### src/rtl/prime_checker_seq.sv
// Sequential trial-division primality tester: start/done handshake, reports smallest nontrivial factor.
// Optional build macro PRIME_WHEEL6_EN walks candidate divisors along the 6k+/-1 wheel instead of all odds.
module prime_checker_seq #(
  parameter int WIDTH = 32
) (
  input  logic             clk,
  input  logic             rst_n,
  input  logic             start,
  input  logic [WIDTH-1:0] num,
  output logic             busy,
  output logic             done,
  output logic             is_prime,
  output logic [WIDTH-1:0] factor
);

  localparam int CW = $clog2(WIDTH);

  typedef enum logic [2:0] {IDLE, SMALL, SQCHK, DIV, NEXT, FIN} state_t;

  state_t           state_q, state_d;
  logic [WIDTH-1:0] n_q, n_d;
  logic [WIDTH-1:0] d_q, d_d;
  logic [WIDTH:0]   rem_q, rem_d;
  logic [CW-1:0]    cnt_q, cnt_d;
  logic             busy_q, busy_d;
  logic             done_q, done_d;
  logic             is_prime_q, is_prime_d;
  logic [WIDTH-1:0] factor_q, factor_d;
`ifdef PRIME_WHEEL6_EN
  logic             step4_q, step4_d;
`endif

  logic [2*WIDTH-1:0] sq;
  logic               sq_gt_n;
  logic [CW-1:0]      bit_idx;
  logic [WIDTH:0]     shifted;
  logic [WIDTH:0]     trial;
  logic [WIDTH:0]     rem_next;
  logic               n_ge2;
  logic               n_mod3_zero;
  logic [WIDTH-1:0]   step;

  // Squaring at double width means d*d never wraps, so the stop test is exact.
  assign sq       = {{WIDTH{1'b0}}, d_q} * {{WIDTH{1'b0}}, d_q};
  assign sq_gt_n  = sq > {{WIDTH{1'b0}}, n_q};

  // One restoring-division step: bring down the next operand bit, subtract d if it fits.
  assign bit_idx  = CW'(WIDTH - 1) - cnt_q;
  assign shifted  = {rem_q[WIDTH-1:0], n_q[bit_idx]};
  assign trial    = shifted - {1'b0, d_q};
  assign rem_next = (shifted >= {1'b0, d_q}) ? trial : shifted;

  assign n_ge2       = n_q >= WIDTH'(2);
  assign n_mod3_zero = (n_q % WIDTH'(3)) == '0;

`ifdef PRIME_WHEEL6_EN
  assign step = step4_q ? WIDTH'(4) : WIDTH'(2);
`else
  assign step = WIDTH'(2);
`endif

  always_comb begin
    state_d    = state_q;
    n_d        = n_q;
    d_d        = d_q;
    rem_d      = rem_q;
    cnt_d      = cnt_q;
    busy_d     = busy_q;
    done_d     = 1'b0;
    is_prime_d = is_prime_q;
    factor_d   = factor_q;
`ifdef PRIME_WHEEL6_EN
    step4_d    = step4_q;
`endif
    unique case (state_q)
      IDLE: begin
        if (start) begin
          n_d     = num;
          busy_d  = 1'b1;
          state_d = SMALL;
        end
      end
      SMALL: begin
        // Assume a trivial verdict; only the undecided case falls through to trial division.
        state_d    = FIN;
        busy_d     = 1'b0;
        done_d     = 1'b1;
        is_prime_d = 1'b0;
        factor_d   = '0;
        if (n_q == WIDTH'(2) || n_q == WIDTH'(3)) begin
          is_prime_d = 1'b1;
        end else if (n_ge2 && !n_q[0]) begin
          factor_d = WIDTH'(2);
        end else if (n_ge2 && n_mod3_zero) begin
          factor_d = WIDTH'(3);
        end else if (n_ge2) begin
          state_d    = SQCHK;
          busy_d     = 1'b1;
          done_d     = 1'b0;
          is_prime_d = is_prime_q;
          factor_d   = factor_q;
          d_d        = WIDTH'(5);
`ifdef PRIME_WHEEL6_EN
          step4_d    = 1'b0;
`endif
        end
      end
      SQCHK: begin
        if (sq_gt_n) begin
          state_d    = FIN;
          busy_d     = 1'b0;
          done_d     = 1'b1;
          is_prime_d = 1'b1;
          factor_d   = '0;
        end else begin
          rem_d   = '0;
          cnt_d   = '0;
          state_d = DIV;
        end
      end
      DIV: begin
        rem_d = rem_next;
        cnt_d = cnt_q + CW'(1);
        if (cnt_q == CW'(WIDTH - 1)) begin
          state_d = NEXT;
        end
      end
      NEXT: begin
        if (rem_q == '0) begin
          state_d    = FIN;
          busy_d     = 1'b0;
          done_d     = 1'b1;
          is_prime_d = 1'b0;
          factor_d   = d_q;
        end else begin
          d_d     = d_q + step;
`ifdef PRIME_WHEEL6_EN
          step4_d = ~step4_q;
`endif
          state_d = SQCHK;
        end
      end
      FIN: begin
        state_d = IDLE;
      end
      default: begin
        state_d = IDLE;
      end
    endcase
  end

  always_ff @(posedge clk or negedge rst_n) begin
    if (!rst_n) begin
      state_q    <= IDLE;
      n_q        <= '0;
      d_q        <= '0;
      rem_q      <= '0;
      cnt_q      <= '0;
      busy_q     <= 1'b0;
      done_q     <= 1'b0;
      is_prime_q <= 1'b0;
      factor_q   <= '0;
`ifdef PRIME_WHEEL6_EN
      step4_q    <= 1'b0;
`endif
    end else begin
      state_q    <= state_d;
      n_q        <= n_d;
      d_q        <= d_d;
      rem_q      <= rem_d;
      cnt_q      <= cnt_d;
      busy_q     <= busy_d;
      done_q     <= done_d;
      is_prime_q <= is_prime_d;
      factor_q   <= factor_d;
`ifdef PRIME_WHEEL6_EN
      step4_q    <= step4_d;
`endif
    end
  end

  assign busy     = busy_q;
  assign done     = done_q;
  assign is_prime = is_prime_q;
  assign factor   = factor_q;

endmodule
### config.mk
export PLATFORM = sky130hd
export DESIGN_NAME = prime_checker_seq
export DESIGN_NICKNAME = d
export VERILOG_FILES = /design/src/rtl/prime_checker_seq.sv
export SDC_FILE = /design/constraint.sdc
export NUM_CORES = 2
export LEC_CHECK = 0
export CORE_MARGIN = 2
export CORE_UTILIZATION = 60
export CTS_BUF_LIST = sky130_fd_sc_hd__clkbuf_2 sky130_fd_sc_hd__clkbuf_4 sky130_fd_sc_hd__clkbuf_8
export DETAILED_ROUTE_END_ITERATION = 7
export PLACE_DENSITY = 0.74
export SLEW_MARGIN = 15
export SYNTH_ARGS = -nofsm -noshare
export SYNTH_HDL_FRONTEND = slang
export SYNTH_SLANG_ARGS = --single-unit
### constraint.sdc
create_clock -name clk -period 16.5 [get_ports clk]
set_clock_uncertainty 0.15 [all_clocks]
set_input_delay 1.65 -clock clk [delete_from_list [all_inputs] [get_ports clk]]
set_output_delay 1.65 -clock clk [all_outputs]
set_load 0.02 [all_outputs]
### After elaboration in Yosys (flattened, before gate mapping)

Cells that the tools add are included.

* flip-flop bits (word level): 140
* input port bits: 35
* output and inout bits: 35

* add/sub/neg operators: 4
* multiply operators: 1
* divide/modulo/power cells: 1
* magnitude comparators: 4
* equality and inequality tests: 18
* mux-type cells: 50
* reductions and logical operators: 17

Operators with widths (number)
* 32-bit 2-to-1 mux: 11
* 32-bit one-hot mux with 3 select lines: 1
* 33-bit 2-to-1 mux: 2
* 33-bit one-hot mux with 2 select lines: 1
* 32-bit by 2-bit == test with 1-bit output (second input constant): 2
* 64-bit by 32-bit greater-than comparator with 1-bit output: 1
* 32-bit by 32-bit multiplier with 64-bit output: 1
* 32-bit one-hot mux with 2 select lines: 1
* 33-bit by 32-bit >= comparator with 1-bit output: 1
* 33-bit logical NOT: 1
* 33-bit by 32-bit subtractor with 33-bit output: 1
* 32-bit by 2-bit adder with 32-bit output (second input constant): 1
* 32-bit by 2-bit >= comparator with 1-bit output (second input constant): 1
* 32-bit logical NOT: 1
* 32-bit by 2-bit remainder unit with 32-bit output (second input constant): 1
* 3-bit 2-to-1 mux: 8
* 2-bit != test (second input constant): 10
* 1-bit 2-to-1 mux: 19
* 3-bit one-hot mux with 5 select lines: 1
* 5-bit one-hot mux with 2 select lines: 1
* 4-bit AND reduction: 2
* 3-bit by 2-bit == test with 1-bit output (second input constant): 2
* 5-bit by 6-bit < comparator with 1-bit output (second input constant): 1
* 1-bit one-hot mux with 3 select lines: 2
* 18 further kinds: 22

### Longest topological paths before layout

* depth after elaboration: 7
* mapped depth: 56
* gate-level depth less buffers: 52

### Worst setup path before layout

OpenSTA, ideal clock, no wires.

* kind: register to register
* start point: register d_q[7]
* end point: register cnt_q[0]
* arrival time: 11.307 ns
* data required time: 16.207 ns
* path slack: 4.901 ns
* stages on the path, launching flop included: 54
* path buffers: 4
* cell sequence: dfrtp_1 -> clkbuf_1 -> inv_1 -> clkbuf_1 -> nor2_1 -> fa_1 -> fa_1 -> fa_1 -> fa_1 -> ha_1 -> ha_1 -> inv_1 -> fa_1 -> fa_1 -> inv_1 -> ha_1 -> a21boi_0 -> o21ai_0 -> (+18 left out) -> o21ai_0 -> nand2b_1 -> a221oi_1 -> a41oi_1 -> nor4_1 -> o21ai_0 -> a21o_1 -> nor4_1 -> o2111ai_1 -> nor4_1 -> o211ai_1 -> or4b_2 -> or4b_1 -> and2_1 -> clkbuf_1 -> clkbuf_1 -> nand2_1 -> o21ai_0

* longest elaborated chain between the ends: 4

RTL lines
* from (decl): line 22 `logic [WIDTH-1:0] d_q, d_d;`
* from (signal assigned): line 156 `d_q <= '0;`
* from (signal assigned): line 169 `d_q <= d_d;`
* 32-bit by 32-bit multiplier with 64-bit output: line 44 `assign sq = {{WIDTH{1'b0}}, d_q} * {{WIDTH{1'b0}}, d_q};`
* 64-bit by 32-bit greater-than comparator with 1-bit output: line 45 `assign sq_gt_n = sq > {{WIDTH{1'b0}}, n_q};`
* 2-bit != test (no line)
* 2-bit AND reduction (no line)
* to (signal assigned): line 171 `cnt_q <= cnt_d;`
* to (decl): line 24 `logic [CW-1:0] cnt_q, cnt_d;`

Every way passes these cells.
A chain may end at the register's enable or synchronous reset.

### Worst setup path after layout

* start point: register d_q[5]
* end point: register factor_q[25] (netlist: factor[25])

* longest elaborated chain between the ends: 4

RTL lines
* 32-bit by 32-bit multiplier with 64-bit output: line 44
* 64-bit by 32-bit greater-than comparator with 1-bit output: line 45
* 2-bit != test (no line)
* 4-bit AND reduction (no line)
* to (signal assigned): line 175 `factor_q <= factor_d;`
* to (decl): line 28 `logic [WIDTH-1:0] factor_q, factor_d;`

Every way passes these cells.

==> flow_summary.yaml <==
route:
  wire_per_inst_microns: 20.7
  viasPerCell: 5.88
  drc: 0
  drt_wl_total_microns: 106000
  drt_iter0_markers: 2545
  ant_nets: 0
  via_count: 30200
  dr.pass1.iters: 5
flow_run:
  maxCapViolCount: 0
run_status:
  status: "completed"
setup_path:
  cpPeakStageDelay_ps: 1030
  critPathLaunchType: "register"
  criticalPathCategory: "register to register"
  worst_path_max_delay_cell: "dfrtp_1"
  worst_ep_arrival_time_ps: 15050
  critPathRequiredTime_ps: 16790
  critPathMaxFanout: 26
  critical_path.endpoint_type: "register"
  rrSetupSlack_ps: 1740
  crit_top_cell: "o21ai_0"
logic_synthesis:
  syn_inst: 4315
  synthMuxAreaShare_pct: 1.65
  yosys.area.top_type: "fa_1"
  synthesis.area_sq_um: 38900
  synthFlopType: "dfrtp_1"
  synth_compound_area_share_pct: 9.81
  synth_edf_count: 0
  synth_nets: 5501
  synth_warnings: 0
  yosys.area.top_type_share_pct: 41.6
  yosys.area_share.simple_pct: 13.2
  ys_top_cells_by_area: "fa_1, ha_1, dfrtp_1, inv_1, nand2_1"
  ys_ff_latch: 140
  synthXorXnorAreaFrac_pct: 2.55
  synth_top_family_by_area: "adder cells"
  synth.distinct_cells: 105
  synth-seq-area-share_pct: 9.02
  synthAdderAreaFrac_pct: 52.7
  async_flop_share_pct: 100
  synth_area_per_cell_sq_um: 9.00
grt:
  overflow: 0
  antenna_found_initial: 2
  grt_max_degree: 86
  grt_pass1_vias: 31300
  globalRouteTotalUtil_pct: 33.4
  grt_pass1_wl_microns: 172000
clocking:
  clock_sinks: 140
  cts-root-buf: "clkbuf_8"
  cts_resized: 0
  numCtsBuffers: 17
  postCtsSetupBuffers: 0
  htree_levels: 4
  worstSkewPairLatency_ps: 520
  cts_tree: "done"
  path_clk_slew_ps: 90
  ctsHoldBuffers: 0
  ctsLongestPathBuffers: 2
floorplan:
  num_io_pins: 70
  start_util_pct: 60.5
  die_h_microns: 258
  die_area_sq_um: 66800
  coreArea_sq_um: 64200
  die_w_microns: 258
  core.rowCount: 93
power_and_ir_drop:
  power_density_nw_per_um2: 82.8
  peakVddDrop_mv: 0.132
  total_power_mw: 3.37
  p_leak_nw: 22.9
sta:
  rsz0062_at_grt: "false"
  holdWs_ps: 354
  tightest_slew_ps: 1150
  min_period_over_period_pct: 89.4
  period_minus_slack_ps: 14760
  max_freq_mhz: 67.8
  slew_viol_final: 0
  finalWorstSetupSlack_ps: 1740
  finalHoldViolations: 0
  tns_ps: 0
  slew_headroom_pct: 23.5
  setup-violations-final: 0
placement:
  placement.io_buffers: 69
  place_hpwl_microns: 86900
  gp_congestion: 0.967
  dp_cells: 5100
  pre_cts_slack_ps: 2100
final_layout:
  area_growth_pct: 4.70
  layoutNonFillerInstCount: 5133
  layout_commonest_cell: "inv_1"
  final_cell_mix: "inv_1, fa_1, nand2_1"
  drive_gt1_share_pct: 3.25
  nNetsFinal: 5450
  fillCellCount: 5421
worst_hold_path:
  hold_path_class: "register to register"
[layer usage]
| layer | part of all wire [%] | wire (microns) | global-route usage, % | up-vias |
|---|---|---|---|---|
| met5 | 0.0094 | 10 | 0 | - |
| met4 | 4.7 | 5000 | 13.2 | 2 |
| met3 | 10 | 10700 | 7.44 | 285 |
| met1 | 39 | 41400 | 45.1 | 15100 |
| met2 | 46 | 49200 | 52.9 | 1433 |
| li1 | - | - | - | 13400 |
[Yosys cell counts, types with 14 or more instances]
cell	number
inv_1	927
fa_1	808
nand2_1	434
nor2_1	421
ha_1	343
clkbuf_1	148
o21ai_0	144
dfrtp_1	140
a21oi_1	101
xnor2_1	81
nand3_1	54
nor3_1	52
a21o_1	44
mux2i_1	44
a22o_1	33
nand4_1	33
nand2b_1	32
xor2_1	32
buf_1	25
nor4_1	25
nor2b_1	23
o211ai_1	18
o31ai_1	18
clkinv_1	17
a21boi_0	16
and3_1	15
o22ai_1	15
o21a_1	14
[metrics by stage]
| stage | instance area [sq um] | utilization, % |
|---|---|---|
| after global placement | 40200 | 62.6 |
| after detailed placement | 40200 | 62.6 |
| after floorplan | 38900 | - |
| after CTS | 40700 | 63.3 |
| after global routing | 40700 | 63.3 |
| final | 40700 | 63.3 |
[state kept, by name, indices dropped and copies added, names as in the netlist, 3 cells and up]
| register | cells |
|---|---|
| factor | 32 |
| d_q | 32 |
| state_q | 3 |
| rem_q | 33 |
| n_q | 32 |
| cnt_q | 5 |
[logic make-up after synthesis]
group | Yosys count
compound gates | 554
buf+inv | 1136
xor+xnor | 113
simple gates | 1164
mux | 57
fa+ha+maj | 1151
flops | 140
[critical path, delay by kind of cell, from the launching register on]
kind                     cells  cell delay (ps)
AO/OA/AOI/OAI               24             5330
adder cells (fa/ha/maj)     10             4140
AND/OR/NAND/NOR             11             2790
flip-flops                   1             1030
XOR/XNOR                     1              130
buffers and inverters        4             1070
[cell type report]
cell class	instances	area, sq um	share of cell area (%)
clock buffer	18	241	0.594
clock inverter	14	206	0.507
sequential	140	3500	8.61
tap	855	1070	2.63
multi-input combinational	3039	31000	76.3
inverter	947	3550	8.74
timing repair buffer	119	1070	2.62
antenna	1	2.50	0.00615
[path summary, 6_finish.rpt]
check,from,end,depth (start not counted)
max in group asynchronous,rst_n,factor[16],2
setup reg to reg,d_q[5],factor[25],50
hold reg to reg,factor[30],factor[30],1
min in group asynchronous,rst_n,n_q[20],1
hold / removal,factor[30],factor[30],1
setup / recovery,d_q[5],factor[25],50
[power by group]
| group | internal (mW) | switching, mW | leakage, nW |
|---|---|---|---|
| clock | 0.170 | 0.172 | 0.217 |
| combinational | 0.938 | 1.45 | 20.9 |
| sequential | 0.427 | 0.213 | 1.85 |
| total | 1.53 | 1.83 | 22.9 |
No activity file was read; power rests on OpenSTA's default activity.
